==> config.mk <==
export PLATFORM = sky130hd
export DESIGN_NAME = calc_op_sequencer
export DESIGN_NICKNAME = d
export VERILOG_FILES = /design/src/rtl/calc_pkg.sv /design/src/rtl/calc_range_chk.sv /design/src/rtl/calc_op_sequencer.sv
export SDC_FILE = /design/constraint.sdc
export NUM_CORES = 1
export LEC_CHECK = 0
export BUFFER_PORTS_ARGS = -buffer_cell sky130_fd_sc_hd__buf_2
export CAP_MARGIN = 0
export CORE_ASPECT_RATIO = 0.6
export CORE_MARGIN = 5
export CORE_UTILIZATION = 54
export DETAILED_ROUTE_END_ITERATION = 8
export GPL_TIMING_DRIVEN = 0
export PLACE_DENSITY = 0.85
export SLEW_MARGIN = 10
export SYNTH_ARGS = -nofsm -noshare
export SYNTH_HDL_FRONTEND = slang
export SYNTH_HIERARCHICAL = 1
export SYNTH_SLANG_ARGS = --single-unit
==> constraint.sdc <==
create_clock -name sw_clk -period 9.8 [get_ports sw_clk]
set_clock_uncertainty 0.15 [all_clocks]
set_input_delay 0 -clock sw_clk [delete_from_list [all_inputs] [get_ports sw_clk]]
set_output_delay 0 -clock sw_clk [all_outputs]
set_load 0.02 [all_outputs]
==> src/rtl/calc_pkg.sv <==
// rtl/calc_pkg.sv - shared opcode, error-code and state encodings for the calculator
package calc_pkg;

    localparam logic [2:0] OP_EQU   = 3'd0;
    localparam logic [2:0] OP_TIMES = 3'd1;
    localparam logic [2:0] OP_DIV   = 3'd2;
    localparam logic [2:0] OP_PLUS  = 3'd3;
    localparam logic [2:0] OP_MINUS = 3'd4;
    localparam logic [2:0] OP_MOD   = 3'd5;

    typedef enum logic [2:0] {
        ERR_NONE  = 3'd0,
        ERR_DIV0  = 3'd1,
        ERR_OVF   = 3'd2,
        ERR_BADOP = 3'd3,
        ERR_TMO   = 3'd4
    } err_code_e;

    typedef enum logic [2:0] {
        ST_IDLE  = 3'd0,
        ST_ISSUE = 3'd1,
        ST_WAIT  = 3'd2,
        ST_CHECK = 3'd3,
        ST_DONE  = 3'd4,
        ST_ERROR = 3'd5
    } seq_state_e;

    // Opcodes 6 and 7 have no meaning anywhere in the calculator.
    function automatic logic is_bad_op(input logic [2:0] op);
        return op > OP_MOD;
    endfunction

    function automatic logic is_div_op(input logic [2:0] op);
        return (op == OP_DIV) || (op == OP_MOD);
    endfunction

endpackage

==> src/rtl/calc_range_chk.sv <==
// rtl/calc_range_chk.sv - display-range test on a two's complement value
//
// Purpose: flags whether r fits the FND display: 0..RES_POS_MAX for
// non-negative values, magnitude up to RES_NEG_MAX for negative values.
// Ports:
//   r         in  W  value under test (two's complement)
//   in_range  out 1  r can be displayed
module calc_range_chk #(
    parameter int W           = 32,
    parameter int RES_POS_MAX = 999_999,
    parameter int RES_NEG_MAX = 99_999
) (
    input  logic [W-1:0] r,
    output logic         in_range
);

    logic         neg;
    logic [W:0]   r_ext;
    logic [W:0]   mag;
    logic [W:0]   lim;

    assign neg   = r[W-1];
    assign r_ext = {r[W-1], r};
    // One extra bit so the most negative value yields a positive magnitude
    // larger than any limit instead of wrapping back to itself.
    assign mag      = neg ? (~r_ext + (W+1)'(1)) : r_ext;
    assign lim      = neg ? (W+1)'(RES_NEG_MAX) : (W+1)'(RES_POS_MAX);
    assign in_range = (mag <= lim);

endmodule

==> src/rtl/calc_op_sequencer.sv <==
// rtl/calc_op_sequencer.sv - issues one calculator operation to the ALU and commits ans
//
// Purpose: accepts {op, a, b}, screens BADOP/DIV0, issues the ALU with a
// one-cycle start, waits for done, range-checks the result and holds ans.
// Optional macro CALC_TIMEOUT_EN adds a WAIT-state timeout with alu_abort.
// Ports:
//   sw_clk, rst                       clock, synchronous active-high reset
//   req_valid/req_ready/req_op/a/b    operation request handshake
//   alu_start/alu_op/alu_a/alu_b      ALU issue
//   alu_done/alu_result/alu_abort     ALU completion / abort
//   ans/ans_valid                     committed result and its pulse
//   busy/err/err_code/err_clr         status and error handling
module calc_op_sequencer
    import calc_pkg::*;
#(
    parameter int W           = 32,
    parameter int RES_POS_MAX = 999_999,
    parameter int RES_NEG_MAX = 99_999
`ifdef CALC_TIMEOUT_EN
    ,
    parameter int TIMEOUT_CYC = 1024
`endif
) (
    input  logic         sw_clk,
    input  logic         rst,
    input  logic         req_valid,
    output logic         req_ready,
    input  logic [2:0]   req_op,
    input  logic [W-1:0] req_a,
    input  logic [W-1:0] req_b,
    output logic         alu_start,
    output logic [2:0]   alu_op,
    output logic [W-1:0] alu_a,
    output logic [W-1:0] alu_b,
    input  logic         alu_done,
    input  logic [W-1:0] alu_result,
    output logic         alu_abort,
    output logic [W-1:0] ans,
    output logic         ans_valid,
    output logic         busy,
    output logic         err,
    output logic [2:0]   err_code,
    input  logic         err_clr
);

    seq_state_e   state_q, state_d;
    err_code_e    err_code_q;
    err_code_e    err_set_val;
    logic         err_set;
    logic         accept;
    logic         in_range;
    logic         abort;
    logic [W-1:0] res_q;

    calc_range_chk #(
        .W           (W),
        .RES_POS_MAX (RES_POS_MAX),
        .RES_NEG_MAX (RES_NEG_MAX)
    ) u_range_chk (
        .r        (res_q),
        .in_range (in_range)
    );

`ifdef CALC_TIMEOUT_EN
    localparam int CNT_W = $clog2(TIMEOUT_CYC + 1);
    logic [CNT_W-1:0] wait_cnt_q;
    logic             wait_expired;

    // Counts WAIT cycles already spent; expiry fires on the TIMEOUT_CYC-th one.
    assign wait_expired = (wait_cnt_q == CNT_W'(TIMEOUT_CYC - 1));

    always_ff @(posedge sw_clk) begin
        if (rst || state_q != ST_WAIT) begin
            wait_cnt_q <= '0;
        end else begin
            wait_cnt_q <= wait_cnt_q + CNT_W'(1);
        end
    end
`endif

    assign accept    = req_valid && (state_q == ST_IDLE);
    assign req_ready = (state_q == ST_IDLE);
    assign alu_start = (state_q == ST_ISSUE);
    assign ans_valid = (state_q == ST_DONE);
    assign busy      = (state_q != ST_IDLE);
    assign err       = (state_q == ST_ERROR);
    assign err_code  = err_code_q;
    assign alu_abort = abort;

    always_comb begin
        state_d     = state_q;
        err_set     = 1'b0;
        err_set_val = ERR_NONE;
        abort       = 1'b0;
        case (state_q)
            ST_IDLE: begin
                if (req_valid) begin
                    if (req_op == OP_EQU) begin
                        state_d = ST_DONE;
                    end else if (is_bad_op(req_op)) begin
                        state_d     = ST_ERROR;
                        err_set     = 1'b1;
                        err_set_val = ERR_BADOP;
                    end else if (is_div_op(req_op) && req_b == '0) begin
                        state_d     = ST_ERROR;
                        err_set     = 1'b1;
                        err_set_val = ERR_DIV0;
                    end else begin
                        state_d = ST_ISSUE;
                    end
                end
            end
            ST_ISSUE: state_d = ST_WAIT;
            ST_WAIT: begin
                // A done arriving on the expiry cycle still wins.
                if (alu_done) begin
                    state_d = ST_CHECK;
                end
`ifdef CALC_TIMEOUT_EN
                else if (wait_expired) begin
                    state_d     = ST_ERROR;
                    err_set     = 1'b1;
                    err_set_val = ERR_TMO;
                    abort       = 1'b1;
                end
`endif
            end
            ST_CHECK: begin
                if (in_range) begin
                    state_d = ST_DONE;
                end else begin
                    state_d     = ST_ERROR;
                    err_set     = 1'b1;
                    err_set_val = ERR_OVF;
                end
            end
            ST_DONE:  state_d = ST_IDLE;
            ST_ERROR: begin
                if (err_clr) begin
                    state_d = ST_IDLE;
                end
            end
            default:  state_d = ST_IDLE;
        endcase
    end

    always_ff @(posedge sw_clk) begin
        if (rst) begin
            state_q    <= ST_IDLE;
            err_code_q <= ERR_NONE;
            alu_op     <= '0;
            alu_a      <= '0;
            alu_b      <= '0;
            res_q      <= '0;
            ans        <= '0;
        end else begin
            state_q <= state_d;
            if (accept) begin
                alu_op <= req_op;
                alu_a  <= req_a;
                alu_b  <= req_b;
            end
            if (state_q == ST_WAIT && alu_done) begin
                res_q <= alu_result;
            end
            if (state_q == ST_CHECK && in_range) begin
                ans <= res_q;
            end
            if (err_set) begin
                err_code_q <= err_set_val;
            end else if (state_q == ST_ERROR && err_clr) begin
                err_code_q <= ERR_NONE;
            end
        end
    end

endmodule
Word-level counts from Yosys, hierarchy flattened
Cells that the tools add are included.

Register bits after elaboration: 137. Bits in latches: 0. RAM bits: 0. Bits in read-only memories: 0. Output and inout port bits: 108. Word-level logic and storage cells: 57. Memories: 0.

Add/subtract/negate cells: 1. Multipliers: 0. Div/mod/pow operators: 0. Magnitude comparators: 2. Eq/ne operators: 10. Shift operators: 0. Mux-type cells: 24. Bitwise gates (word level): 1. Reductions and logical operators: 12.

Operators with widths (number): $add A33 B1 Y33 const B (1); $le A33 B33 Y1 (1); $mux W33 (1); $not A33 Y33 (1); $logic_not A32 Y1 (1); $mux W3 (8); $mux W20 (1); $pmux W3 S5 (1); $eq A3 B2 Y1 const B (3); $eq A3 B3 Y1 const B (3); $mux W2 (4); $mux W1 (7); $logic_not A3 Y1 (2); $logic_and A1 B1 Y1 (5); $ne A2 B2 Y1 const B (2); $pmux W2 S2 (1); $eq A3 B1 Y1 const B (1); $gt A3 B3 Y1 const B (1); $reduce_and A3 Y1 (1); $reduce_bool A3 Y1 (1); $ne A2 B1 Y1 const B (1); $pmux W1 S2 (1); $reduce_bool A2 Y1 (1); $logic_or A1 B1 Y1 (1).

Longest topological paths before layout
Gate-level depths: netlist (run 1).

Depth in word-level cells: 9. Depth in mapped cells: 18. Mapped depth without buffers: 17.

Modules after synthesis
The synthesis (run 1) kept the hierarchy.

Modules (own cells, without submodules): calc_op_sequencer (times used 1, cells each 634, area an instance 4922.2 sq um); calc_range_chk (times used 1, cells each 175, area an instance 1149.9 sq um).

Worst setup path before layout (run 1)
Ideal clock, no wire load.

Path type: flip-flop to flip-flop. Start point: register res_q[0]. End point: register ans[7]. Library setup time: 0.070 ns. Arrival: 3.719 ns. Data required time: 9.580 ns. Path slack: 5.861 ns. Cell stages (with the launch flop): 19. Buffers on the path: 1. Clock period less this slack: 3.939 ns. Cell sequence: dfxtp_1 > inv_1 > ha_1 > nor4b_2 > nand3_1 > o41ai_1 > xnor2_1 > ha_1 > a22oi_1 > nor2_1 > a211oi_1 > o21ai_0 > a211o_1 > a211oi_2 > nand2_1 > nor3b_1 > buf_2 > nand2_1 > a21oi_1.

Cells in the longest elaborated chain, start to end: 5.

RTL lines: start: declaration (RTL line calc_op_sequencer.sv:53) `logic [W-1:0] res_q;`; start signal: assignment (RTL line calc_op_sequencer.sv:164) `res_q <= alu_result;`; $not A33 Y33 (RTL line calc_range_chk.sv:26) `assign mag = neg ? (~r_ext + (W+1)'(1)) : r_ext;`; $add A33 B1 Y33 (RTL line calc_range_chk.sv:26); $mux W33 * (RTL line calc_range_chk.sv:26); $le A33 B33 Y1 * (RTL line calc_range_chk.sv:28) `assign in_range = (mag <= lim);`; via in_range (RTL line calc_op_sequencer.sv:51) `logic in_range;`; $logic_and A1 B1 Y1 * (RTL line calc_op_sequencer.sv:166) `if (state_q == ST_CHECK && in_range) begin`; end signal: assignment (RTL line calc_op_sequencer.sv:167) `ans <= res_q;`; end: declaration (RTL line calc_op_sequencer.sv:38) `output logic [W-1:0] ans,`.

The timed path passes the listed nets; every way through them passes the cells marked *. A chain may end at the register's enable or synchronous reset.

Worst setup path in the final report (run 1)
Start point: register res_q[31]. End point: register ans[1].

Cells in the longest elaborated chain, start to end: 5.

RTL lines (RTL line): $not A33 Y33 (calc_range_chk.sv:26); $add A33 B1 Y33 (calc_range_chk.sv:26); $mux W33 (calc_range_chk.sv:26); $le A33 B33 Y1 * (calc_range_chk.sv:28); via in_range (calc_op_sequencer.sv:51); $logic_and A1 B1 Y1 * (calc_op_sequencer.sv:166).

Marks and branches as above.

==> reports/results.txt, run 1 <==
CTS Buf Count = 17
Final #Nets = 1,253
RSZ-0062 raised after global routing = false
Initial Util = 0.545
Min-Delay Path Class = in -> reg
Synth Area in XOR/XNOR = 0.0144
Seq pwr share = 0.339
Initial antenna violation count = 0
DP HPWL = 14,600 microns
Final min period = 5.59 ns
Area Growth Syn to Fin = 47.5%
DR vias = 7,436
FP Rows = 30
Slew Viols, Final = 0
DRC viols = 0
Leakage power = 0.00390 uW
Internal power = 1250 uW
Max Root-Sink Buffers = 2
Largest family of logic cells by synthesized area = simple AND/OR/NAND/NOR gates
RD Place Congestion = 1.01
Simple-gate share of the synthesized area = 0.295
Final worst path period share = 0.571
Routed WL = 23,100 microns
Yosys warnings = 6
Post-CTS sizing = 0
Register area share after synthesis = 0.448
Crit end category = flop
Max-Cap Viols = 0
Port Buffers = 208
GRT Overall Usage = 0.333
Synth unique cells = 66
Asr flop ratio synth = 0
DRT antenna net count = 0
Layout cell share with drive strength beyond 1 = 0.238
WP data required = 9.98 ns
Ant diodes = 0
Worst setup SP type = flop
Mean Syn Cell Area = 7.51 sq um
Syn Inst Count = 809
DR iter-0 viols = 714
CTS Root Cell = clkbuf_16
Comb power frac = 0.339
Clk slew on worst S/H paths = 0.06 ns
Setup TNS = 0 ns
Total global routing overflow = 0
Maximum VDD drop = 0.157 mV
Max frequency = 0.179 GHz
Wire length per cell = 17.8 microns
Synth Flop Type = dfxtp_1
Io pins = 212
Max FO, Critical Path = 10
Mux share of post-synthesis cell area = 0.00536
Vias in the first global route = 6,950
Sw frac = 0.367
Internal reg-to-reg setup slack = 4.21 ns
Cell Pwr Density = 221 nW/um^2
Largest net degree at the start of global routing = 17
Power share of the clock group = 0.321
Sink Count = 136
Outcome = complete, no violations
First-pass detailed-route iteration total = 5
Die width = 147 microns
CP arrival = 5.78 ns
Placed insts = 1,162
Psw = 727 uW
Synth Cell Area = 6070 sq um
Critical path class = reg -> reg
Worst slew pin tran = 0.852 ns
Vias per cell = 5.72
EDFF count, synth = 0
CTS tree = done
Setup violators final = 0
# fillers = 744
Synth Area in Compound Gates = 0.181
Slew margin rel. = 0.431
CTS H-tree depth = 4
Die area = 13,500 sq um
Final hold vios = 0
Post-route insts no fill = 1,300
Post-Synth Adder-Cell Area = 0.0103
Worst-skew pair later-pin latency = 0.41 ns
Core area = 11,100 sq um
First-pass GRT wire length = 36,400 microns
Die Height = 92.1 microns
Post-synthesis register bit count = 136
metal layers:
layer	vias to the layer above	global-route usage	part of all wire
met5	-	0	0
met4	0	0.116	0.029
met3	71	0.110	0.12
met2	512	0.512	0.43
met1	3418	0.442	0.42
li1	3435	-	-
worst paths after layout:
path	start	to	cells after the start
worst max register to register	res_q[31]$_SDFFE_PP0P_	ans[1]$_SDFFE_PP0P_	16
worst min-delay path	rst	err_code[1]$_SDFFE_PP0P_	3
worst max-delay path	res_q[31]$_SDFFE_PP0P_	ans[1]$_SDFFE_PP0P_	16
worst min register to register	ans[12]$_SDFFE_PP0P_	ans[12]$_SDFFE_PP0P_	2
worst max-delay path: stages (launching register included):
cell	delay [ns]
dfxtp_1	0.57
clkbuf_1	0.43
clkbuf_1	0.46
buf_1	0.47
o41ai_1	0.19
xnor2_1	0.16
ha_1	0.33
inv_1	0.08
a211oi_1	0.34
nor3b_1	0.31
a32oi_1	0.16
a211oi_2	0.37
nand2_1	0.12
nor3b_1	0.72
buf_2	0.36
nand2_1	0.11
a21oi_1	0.16
flip-flops by register name, indices dropped and copies added, names as in the netlist:
| name | count |
|---|---|
| alu_a | 32 |
| alu_b | 32 |
| ans | 32 |
| res_q | 32 |
| alu_op | 3 |
| state_q | 3 |
| err_code | 2 |
cell type report:
type                       count  area, sq um  area share
timing repair buffer         315         2110       0.236
multi-input combinational    608         3080       0.343
clock inverter                11          123      0.0137
inverter                      10         37.5     0.00419
buffer                        56          240      0.0268
tap                          144          180      0.0201
clock buffer                  20          467      0.0521
sequential                   136         2720       0.304
kinds of logic after synthesis:
kind of cell,after synthesis
AOI/OAI and AO/OA,191
xor gates and xnor gates,10
adders and majority gates,5
buffers and inverters,66
DFF,136
muxes,3
other,1
and+or+nand+nor,397
layout by cell type, fill, tap and decap left out, types with 10 or more instances in the layout:
master,n
nand2_1,282
clkbuf_1,37
nor3_1,15
buf_2,221
a21oi_1,140
dlygate4sd3_1,107
nand3_1,12
dfxtp_1,136
clkbuf_16,17
nor2_1,24
inv_1,10
power groups by stage:
stage | clock network [uW] | logic, uW | registers, uW
floorplan | 0 | 359 | 730
global placement | 0 | 597 | 675
detailed placement | 0 | 602 | 678
CTS | 640 | 645 | 667
global route | 664 | 727 | 679
finish | 636 | 672 | 672
timing repair:
item | CTS | global route
setup buffers | 0 | 0
hold buffers | 107 | 0
endpoints found under the hold margin | 104 | 0
synthesized netlist by cell type, drive strengths merged, types with 3 or more instances:
cell	count	area, sq um
nor2	24	90.1
ha	5	62.6
nor3	16	85.1
nand2b	4	25.0
or4	10	86.3
nor2b	3	18.8
nand3	12	60.1
nand3b	3	22.5
o41ai	4	35.0
buf	17	91.3
nor4	11	98.8
nor3b	6	45.0
nand4	6	37.5
xnor2	7	61.3
clkbuf	39	149
inv	10	37.5
o21ai	8	40.0
xor2	3	26.3
nand2	283	1060
a211oi	5	42.5
a21oi	140	701
o31ai	7	57.6
a32oi	3	26.3
dfxtp	136	2720
o22ai	3	18.8
or4b	3	30.0
and3	5	32.5
stage by stage:
stage	setup WS, ns	cell area, sq um	hold slack, ns	utilization	power [uW]
floorplan	5.86	6080	-0.0140	-	1090
global placement	4.41	7300	0.0903	0.655	1270
detailed placement	4.43	7300	0.0950	0.655	1280
CTS	4.35	8960	0.00368	0.803	1950
global route	3.93	8960	0.0748	0.803	2070
finish	4.21	8960	0.0323	0.803	1980
(Power assumes the default switching activity.)
==> run 2: changes to the inputs <==
--- a/config.mk
+++ b/config.mk
@@ -9,10 +9,10 @@
 export CAP_MARGIN = 0
 export CORE_ASPECT_RATIO = 0.6
 export CORE_MARGIN = 5
-export CORE_UTILIZATION = 54
+export CORE_UTILIZATION = 50
 export DETAILED_ROUTE_END_ITERATION = 8
 export GPL_TIMING_DRIVEN = 0
-export PLACE_DENSITY = 0.85
+export PLACE_DENSITY = 0.8
 export SLEW_MARGIN = 10
 export SYNTH_ARGS = -nofsm -noshare
 export SYNTH_HDL_FRONTEND = slang
==> constraint.sdc (replaced) <==
create_clock -name sw_clk -period 5.8 [get_ports sw_clk]
set_clock_uncertainty 0.15 [all_clocks]
set_input_delay 0 -clock sw_clk [delete_from_list [all_inputs] [get_ports sw_clk]]
set_output_delay 0 -clock sw_clk [all_outputs]
set_load 0.02 [all_outputs]
==> reports/results.txt, run 2 (synthesis results as in run 1) <==
Outcome = complete, no violations
Most common cell after layout, fill and taps aside = nand2_1
First-pass GRT wire length = 35,100 microns
Io pins = 212
Worst hold margin = 0.0445 ns
RSZ-0062 raised after global routing = false
Initial Util = 0.507
DP HPWL = 14,600 microns
Crit end category = flop
Setup TNS = 0 ns
Worst slew pin tran = 0.702 ns
Max FO, Critical Path = 10
Die area = 14,500 sq um
Critical path class = reg -> reg
Max frequency = 0.185 GHz
Worst setup SP type = flop
Hold Path Depth = 5
RD Place Congestion = 0.947
# Post-CTS Setup Buffers = 0
DRT antenna net count = 0
CTS Root Cell = clkbuf_16
Cell Pwr Density = 372 nW/um^2
CTS Buf Count = 17
Wire length per cell = 16.7 microns
Max-Cap Viols = 0
Die Height = 95.4 microns
Total global routing overflow = 0
Final worst path period share = 0.934
DR vias = 7,210
Port Buffers = 208
Largest net degree at the start of global routing = 17
Busiest grt layer = met2
Critical R2R Launch = res_q[31]$_SDFFE_PP0P_
Routed WL = 22,000 microns
First-pass detailed-route iteration total = 5
Die width = 152 microns
Post-route insts no fill = 1,321
Worst-skew pair later-pin latency = 0.41 ns
Vias per cell = 5.46
Clk slew on worst S/H paths = 0.06 ns
Final hold vios = 0
Sink Count = 136
Initial antenna violation count = 0
CP arrival = 5.59 ns
Setup violators final = 0
DR iter-0 viols = 498
Layout cell share with drive strength beyond 1 = 0.239
WP data required = 5.98 ns
Final #Nets = 1,252
Area Growth Syn to Fin = 48.0%
Slew margin rel. = 0.532
DRC viols = 0
GRT Overall Usage = 0.300
Internal reg-to-reg setup slack = 0.38 ns
Min-Delay Path Class = in -> reg
# fillers = 890
FP Rows = 31
Most frequent cells in the layout = nand2_1 (282), buf_2 (221), a21oi_1 (140), dfxtp_1 (136), dlygate4sd3_1 (106)
Ant diodes = 0
Vias in the first global route = 6,798
Slew Viols, Final = 0
Worst R2R Path Depth = 16
CTS H-tree depth = 4
Hold path start = req_valid
Hold Path Sink = state_q[0]$_SDFFE_PP0P_
Global Route met3 Usage = 0.0957
Core area = 12,000 sq um
CTS tree = done
Max Root-Sink Buffers = 2
Leakage power = 0.00389 uW
Met1 Resource Use GR = 0.404
Placed insts = 1,183
Reg-to-reg endpoint = ans[2]$_SDFFE_PP0P_
Maximum VDD drop = 0.242 mV
Final min period = 5.42 ns
M2 GR Usage = 0.458
==> run 2: power by group <==
part / switching, uW / total [uW] / internal [uW] / leakage (uW)
Combinational: 718 / 1130 / 409 / 0.00251
Clock: 426 / 1090 / 662 / 0.000276
Sequential: 84.8 / 1130 / 1040 / 0.00111
==> run 2: cell type report <==
cell class,count,area [sq um],share of cell area
inverter,10,37.5,0.00418
tap,165,206,0.0230
multi-input combinational,608,3080,0.343
clock inverter,12,141,0.0157
sequential,136,2720,0.303
timing repair buffer,314,2100,0.234
clock buffer,20,457,0.0508
buffer,56,240,0.0267
==> run 2: what timing repair did <==
| action | 4_1_cts | 5_1_grt |
|---|---|---|
| hold endpoints to repair | 104 | 0 |
| endpoints found under the setup margin | 0 | 30 |
| resized for setup | 0 | 1 |
| hold buffers | 106 | 0 |
==> run 2: routing by layer <==
layer  vias to the layer above  share of wire
li1                       3435              -
met1                      3328           0.45
met2                       398           0.42
met3                        49           0.10
met4                         0          0.025
met5                         -              0
==> run 2: critical path: stages, from the launching register on <==
cell	delay (ns)
dfxtp_1	0.57
clkbuf_1	0.45
clkbuf_1	0.47
buf_1	0.48
o21ai_0	0.26
xnor2_1	0.26
ha_1	0.29
a21o_1	0.19
a21oi_1	0.26
o21ai_0	0.19
a211o_1	0.27
a211oi_2	0.36
nand2_1	0.15
nor3b_2	0.43
buf_2	0.31
nand2_1	0.09
a21oi_1	0.14
==> run 2: per-stage QoR <==
stage	utilization	total power [uW]	cell area, sq um	worst slack [ns]
after CTS	0.749	3320	8980	0.297
after detailed placement	0.611	2160	7320	0.441
after global placement	0.611	2150	7320	0.469
after global routing	0.750	3510	8990	0.155
after floorplan	-	1840	6080	1.86
final	0.750	3340	8990	0.385
==> run 2: worst max path at each step <==
| stage | startpoint | endpoint | slack [ns] | depth (start not counted) |
|---|---|---|---|---|
| 6_report | res_q[31]$_SDFFE_PP0P_ | ans[2]$_SDFFE_PP0P_ | 0.38 | 16 |
| 2_1_floorplan | res_q[0]$_SDFFE_PP0P_ | ans[7]$_SDFFE_PP0P_ | 1.86 | 18 |
| 3_3_place_gp | res_q[31]$_SDFFE_PP0P_ | ans[24]$_SDFFE_PP0P_ | 0.47 | 17 |
| 3_5_place_dp | res_q[31]$_SDFFE_PP0P_ | ans[20]$_SDFFE_PP0P_ | 0.44 | 16 |
| 4_1_cts | res_q[31]$_SDFFE_PP0P_ | ans[4]$_SDFFE_PP0P_ | 0.30 | 16 |
| 5_1_grt | res_q[31]$_SDFFE_PP0P_ | ans[3]$_SDFFE_PP0P_ | 0.15 | 16 |
